[src/rtl/fence_t_seq.sv]
// fence_t_seq: fence.t flush / microreset sequencer with padding-based timing ceiling.
module fence_t_seq #(
  parameter int unsigned NrCh      = 2,
  parameter int unsigned RstCycles = 16,
  parameter int unsigned InitHold  = 3,
  parameter int unsigned PadWidth  = 32,
  parameter int unsigned VLEN      = 64
) (
  input  logic                clk_i,
  input  logic                rst_ni,
  input  logic                fence_t_i,
  input  logic [NrCh-1:0]     ch_mask_i,
  input  logic [VLEN-1:0]     pc_commit_i,
  input  logic [VLEN-1:0]     boot_addr_i,
  output logic [VLEN-1:0]     rst_addr_o,
  output logic [NrCh-1:0]     flush_req_o,
  input  logic [NrCh-1:0]     flush_ack_i,
  input  logic [NrCh-1:0]     busy_i,
  input  logic [PadWidth-1:0] pad_i,
  input  logic                src_sel_i,
  input  logic                time_irq_i,
  input  logic [1:0]          priv_lvl_i,
  output logic                halt_o,
  output logic                rst_uarch_no,
  output logic                cache_init_no,
  output logic [PadWidth-1:0] ceil_o,
  output logic                done_o
);
  localparam int unsigned CntW = $clog2(RstCycles);
  typedef enum logic [1:0] {IDLE, FLUSH, WAIT, RST} state_e;
  state_e state_q, state_d;
  logic [NrCh-1:0] mask_q, ack_q, ack_now;
  logic [VLEN-1:0] rst_addr_q;
  logic addr_vld_q;
  logic [PadWidth-1:0] pad_cnt;
  logic [1:0] priv_q;
  logic time_irq_q;
  logic [CntW-1:0] rst_cnt;
  logic [InitHold-1:0] init_sr;
  logic all_ack, busy_m, rst_last, pad_load;
  assign ack_now = flush_ack_i & mask_q;
  assign all_ack = &(ack_q | ack_now | ~mask_q);
  assign busy_m = |(busy_i & mask_q);
  assign rst_last = rst_cnt == CntW'(RstCycles - 1);
  assign pad_load = src_sel_i ? (priv_q != 2'b00 && priv_lvl_i == 2'b00) : (time_irq_i & ~time_irq_q);
  // boot_addr_i shows through until the first fence.t captures a resume address
  assign rst_addr_o = addr_vld_q ? rst_addr_q : boot_addr_i;
  always_ff @(posedge clk_i or negedge rst_ni) begin
    if (!rst_ni) state_q <= IDLE;
    else state_q <= state_d;
  end
  always_comb begin
    state_d = state_q;
    case (state_q)
      IDLE:    state_d = fence_t_i ? FLUSH : IDLE;
      FLUSH:   state_d = all_ack ? WAIT : FLUSH;
      WAIT:    state_d = (!busy_m && pad_cnt == '0) ? RST : WAIT;
      RST:     state_d = rst_last ? IDLE : RST;
      default: state_d = IDLE;
    endcase
  end
  always_comb begin
    halt_o = state_q != IDLE;
    rst_uarch_no = state_q != RST;
    cache_init_no = state_q == RST || |init_sr;
  end
  always_ff @(posedge clk_i or negedge rst_ni) begin
    if (!rst_ni) begin
      mask_q <= '0;
      ack_q <= '0;
      flush_req_o <= '0;
      rst_addr_q <= '0;
      addr_vld_q <= 1'b0;
      pad_cnt <= '0;
      priv_q <= 2'b11;
      time_irq_q <= 1'b0;
      rst_cnt <= '0;
      init_sr <= '0;
      ceil_o <= '0;
      done_o <= 1'b0;
    end else begin
      priv_q <= priv_lvl_i;
      time_irq_q <= time_irq_i;
      pad_cnt <= pad_load ? pad_i : pad_cnt - PadWidth'(pad_cnt != '0);
      rst_cnt <= (state_q == RST && !rst_last) ? rst_cnt + 1'b1 : '0;
      init_sr <= InitHold'({init_sr, state_q == RST});
      done_o <= state_q == RST && rst_last;
      if (state_q == IDLE && fence_t_i) begin
        mask_q <= ch_mask_i;
        ack_q <= '0;
        flush_req_o <= ch_mask_i;
        rst_addr_q <= pc_commit_i + VLEN'(4);
        addr_vld_q <= 1'b1;
      end
      if (state_q == FLUSH) begin
        ack_q <= ack_q | ack_now;
        flush_req_o <= mask_q & ~(ack_q | ack_now);
        if (all_ack) ceil_o <= (pad_cnt == '0) ? '0 : pad_i - pad_cnt;
      end
    end
  end
endmodule

[config.mk]
export PLATFORM = sky130hd
export DESIGN_NAME = fence_t_seq
export DESIGN_NICKNAME = d
export VERILOG_FILES = /design/src/rtl/fence_t_seq.sv
export SDC_FILE = /design/constraint.sdc
export NUM_CORES = 1
export LEC_CHECK = 0
export CAP_MARGIN = 25
export CORE_MARGIN = 2
export CORE_UTILIZATION = 45
export DETAILED_ROUTE_END_ITERATION = 16
export HOLD_SLACK_MARGIN = 0.03
export PLACE_DENSITY = 0.87
export SLEW_MARGIN = 10
export SYNTH_ARGS = -nofsm -noshare
export SYNTH_HDL_FRONTEND = slang
export SYNTH_SLANG_ARGS = --single-unit
export TNS_END_PERCENT = 5
[constraint.sdc]
create_clock -name clk_i -period 6.22 [get_ports clk_i]
set_clock_uncertainty 0.05 [all_clocks]
set_input_delay 1.244 -clock clk_i [delete_from_list [all_inputs] [get_ports clk_i]]
set_output_delay 1.244 -clock clk_i [all_outputs]
set_load 0.1 [all_outputs]
Word level (Yosys, flattened, before mapping). Cells that the tools add are included.

Flip-flop bits (word level): 148. Bits of input ports: 173. Output and inout port bits: 102. Word-level logic and storage cells: 64.

Add/subtract/negate cells: 4. Eq/ne operators: 5. Muxes and demuxes: 14. Bitwise operators: 9. Reductions and logical operators: 19.

Operators with widths (count): $add 64x3->64 const B (1); $mux 32 (2); $mux 64 (1); $logic_not 32->1 (1); $reduce_bool 32->1 (1); $sub 32x1->32 (1); $sub 32x32->32 (1); $mux 2 (6); $pmux 2 s4 (1); $and 2x2->2 (3); $reduce_bool 2->1 (3); $logic_and 1x1->1 (5); $add 4x1->4 const B (1); $eq 2x2->1 const B (2); $eq 4x4->1 const B (1); $logic_not 2->1 (2); $mux 4 (1); $not 2->2 (2); $or 2x2->2 (2); $mux 1 (3); $reduce_and 3->1 (1); $reduce_or 3->1 (1); $eq 2x1->1 const B (1); $logic_not 1->1 (2); other kinds (6) (6).

Depth between registers and ports, before layout.
Depth in word-level cells: 6. Gate-level depth with buffers: 16. Gate-level depth less buffers: 14.

Least setup slack after synthesis. OpenSTA, ideal clock, no wires.

Path type: input port to flip-flop. Start: input port pad_i[0]. End: register ceil_o[22]. Library setup time: 122 ps. Data arrival time: 3453 ps. Required time: 6048 ps. Path slack: 2595 ps. Stages: 12. Buffers on the path: 0. Cell sequence: inv_1 > ha_1 > inv_1 > fa_1 > a211oi_1 > nor4_1 > nor3_1 > o21ai_0 > a31o_2 > a31oi_1 > xnor2_1 > a22o_1.

Longest elaborated chain between the ends: 2.

Ends and longest elaborated chain: start, declared (line 19) `input logic [PadWidth-1:0] pad_i,`; $sub 32x32->32 (line 98) `if (all_ack) ceil_o <= (pad_cnt == '0) ? '0 : pad_i - pad_cnt;`; $mux 32 (line 98); end signal, assigned (line 98); end, declared (line 26) `output logic [PadWidth-1:0] ceil_o,`.

No other way between the ends. A chain may end at the register's enable or synchronous reset.

Worst setup path in the final report.
Start: register addr_vld_q. End: output port rst_addr_o[63].

Longest elaborated chain between the ends: 1.

Ends and longest elaborated chain: start, declared (line 34) `logic addr_vld_q;`; start signal, assigned (line 73) `addr_vld_q <= 1'b0;`; start signal, assigned (line 93) `addr_vld_q <= 1'b1;`; $mux 64 (line 47) `assign rst_addr_o = addr_vld_q ? rst_addr_q : boot_addr_i;`; end, declared (line 15) `output logic [VLEN-1:0] rst_addr_o,`.

No other way between the ends.

==> metrics.yaml <==
outcome:
  status: "complete, no violations"
floorplanning:
  die_y_um: 149.6
  die_w_um: 149.6
  core_area_um2: 20890
  die_area_um2: 22390
  start_util: 0.4570
  io_pins: 275
  fp-row-count: 53
global_route:
  grt_usage: 0.2450
  grt_overflow: 0
  grt_pass1_wl_mm: 43.41
  antenna_found_initial: 1
  grt_max_degree: 99
  grt_pass1_vias: 8657
worst_setup_path:
  start_kind: "flop"
  crit_fanout: 37
  ff2ff_path_depth: 14
  end_kind: "output pin"
  critPathArrivalTime_ns: 3.20
  worstPathRequired_ns: 4.93
  setup.worst_path.class: "flop to output pin"
  regToRegSetupSlack_ns: 2.10
pwr:
  p_int_mw: 3.246
  p_switching_mw: 4.159
  p_sw_frac: 0.5617
  leakagePower_nw: 5.576
  power_mw: 7.405
  power_density_nw_per_um2: 563.7
  ir_drop_mv: 0.3201
  pwr-share-clk: 0.143
  power_frac_seq: 0.217
  p_comb_frac: 0.640
job:
  maxCapViolations: 0
yosys:
  avgSynthCellArea_um2: 8.929
  synth_cell_types: 63
  synthMuxAreaShare: 0.07655
  netlist_instances: 1069
  yosysSeqAreaShare: 0.3883
  synth-seq-cells: 148
  synthTopCellsByArea: "dfrtp_1 38%, mux2_2 7.6%, xnor2_1 6.0%, nand2_1 5.7%, ha_1 4.7%"
  synth-xor-area-share: 0.1055
  synth_area_um2: 9545
  synth.top_cell.area_share: 0.3828
  synth-adder-area-share: 0.04929
  yosys.area.top_type: "dfrtp_1"
  synthSimpleGateAreaFrac: 0.1869
  ys_async_sr_fraction: 1.000
  synth_nets: 1279
  dominantRegCellSynth: "dfrtp_1"
  synth_warnings: 0
  synth-compound-area-share: 0.1532
  synth_edf_count: 0
  synth_top_family_by_area: "simple AND/OR/NAND/NOR gates"
drt:
  drcViolationCount: 0
  vias: 8826
  drt_iter0_drc: 505
  routedWlPerCell_um: 17.16
  dr.pass1.iters: 5
  wirelength_mm: 27.66
  drtAntennaViolNets: 0
  viasPerCell: 5.475
clock_network:
  htreeDepth: 4
  cts.sinks: 148
  cts_resized: 0
  cts_tree: "done"
  clockBufferDepth: 2
  cts_inserted_buffers: 17
  cts-hold-fix-buffers: 0
  root_buffer: "clkbuf_16"
  cts_setup_buffers: 0
  clk_pin_slew_ns: 0.06
  clk_latency_ns: 0.43
cells_and_area:
  syn2layout_area_growth_pct: 37.63
  drive_gt1_frac: 0.09880
  layout.cells.non_filler: 1612
  finalNetCount: 1533
  stdcell_area_um2: 13140
sta:
  setup_viol: 0
  timing.slew.headroom: 0.2953
  maxSlewViolCount: 0
  max_freq_mhz: 222.6
  post-route-period-util: 0.7223
  tightest_slew_ns: 1.054
  setup_ws_ns: 1.727
  period_minus_slack_ns: 4.493
  setup_tns_ns: 0
  rsz0062_at_grt: "false"
  finalHoldViolCount: 0
place:
  dp_slack_ns: 1.788
  place_hpwl_mm: 21.34
  place.gp.congestion: 0.9156
  place_inst: 1579
  numPortBuffers: 274
  placed_area_um2: 12530
hold_path:
  min_path_cells: 0
  hold_path_class: "flop to flop"
worst paths after layout:
check | endpoint | start
setup / recovery | rst_addr_o[63] | addr_vld_q
hold / removal | init_sr[1] | init_sr[0]
setup reg to reg | pad_cnt[26] | pad_cnt[7]
hold reg to reg | init_sr[1] | init_sr[0]
max in group asynchronous | ceil_o[11] | rst_ni
min in group asynchronous | rst_addr_q[42] | rst_ni
worst max-delay path, cell delays in order (launching register included):
cell             delay, ns
dfrtp_2               0.91
buf_4                 0.48
mux2_2                0.22
clkdlybuf4s50_1       1.15
Yosys cell counts (7+ instances only):
cell type  instances
a22o_1            17
ha_1              36
dfrtp_1          146
and3_1            19
nand2_1          144
nor2_1            74
a21oi_1           63
inv_1             53
nor3_1            12
nor4_1            11
xor2_1            50
nand4_1           25
o31ai_1           10
and2_1             8
xnor2_1           65
nand2b_1           7
o21ai_0           77
mux2_2            64
a21o_1            16
clkbuf_1          43
nand3_1           37
state kept, by name, summed over array words and instances (netlist names):
register,count
flush_req_o,2
state_q,2
time_irq_q,1
addr_vld_q,1
rst_cnt,4
mask_q,2
done_o,1
ack_q,2
priv_q,2
pad_cnt,32
init_sr,3
rst_addr_q,64
ceil_o,32
layout by cell type, fill, tap and decap left out, types with 4 or more instances in the layout:
master / Yosys / final
a211oi_1: 4 / 4
a21o_1: 16 / 16
a21oi_1: 63 / 62
a22o_1: 17 / 17
a31oi_1: 4 / 4
and2_1: 8 / 8
and3_1: 19 / 19
and4_1: 5 / 5
buf_4: 0 / 8
clkbuf_16: 0 / 17
clkdlybuf4s50_1: 0 / 273
dfrtp_1: 146 / 145
ha_1: 36 / 36
inv_1: 53 / 53
inv_6: 0 / 5
mux2_2: 64 / 64
nand2_1: 144 / 143
nand2b_1: 7 / 7
nand3_1: 37 / 37
nand4_1: 25 / 25
nor2_1: 74 / 74
nor3_1: 12 / 12
nor4_1: 11 / 11
o2111ai_1: 4 / 4
o211ai_1: 5 / 5
o21a_1: 5 / 5
o21ai_0: 77 / 77
o21ai_1: 5 / 5
o21bai_1: 5 / 5
o31ai_1: 10 / 10
or2_2: 4 / 4
or3_1: 4 / 4
xnor2_1: 65 / 65
xor2_1: 50 / 50
per-stage QoR:
stage	hold slack (ns)	util
final	0.3198	0.6289
after floorplan	0.2964	-
after global routing	0.3273	0.6289
after CTS	0.3238	0.6288
after detailed placement	0.3064	0.5998
after global placement	0.3025	0.5998
power groups by stage:
| stage | logic, mW | registers [mW] | clock network (mW) |
|---|---|---|---|
| 4_1_cts | 4.75 | 1.60 | 1.08 |
| 6_report | 4.74 | 1.61 | 1.06 |
| 5_1_grt | 4.96 | 1.65 | 1.13 |
| 3_3_place_gp | 4.67 | 1.60 | 0 |
| 2_1_floorplan | 2.73 | 2.30 | 0 |
| 3_5_place_dp | 4.73 | 1.62 | 0 |
cell families (layout without fill, tap and decap cells):
kind of cell,count (synthesis),count (layout)
xor+xnor,115,115
other cells,0,1
mux,65,65
simple gates,368,368
compound gates,236,236
buf+inv,100,367
flops,148,148
fa+ha+maj,37,37
routing by layer:
| metal | wire length (um) | track usage |
|---|---|---|
| met1 | 10920 | 0.2866 |
| met2 | 14260 | 0.4486 |
| met3 | 1916 | 0.04482 |
| met4 | 568 | 0.08429 |
| met5 | 0 | 0 |
cell type report:
type                       count  area, um^2
clock inverter                12       140.1
clock buffer                  20       466.7
timing repair buffer         282        2804
inverter                      53       198.9
fill                        1750        7751
tap                          275       344.1
sequential                   148        3707
antenna                        1       2.502
multi-input combinational    821        5474
Power figures use the tool's default switching activity.
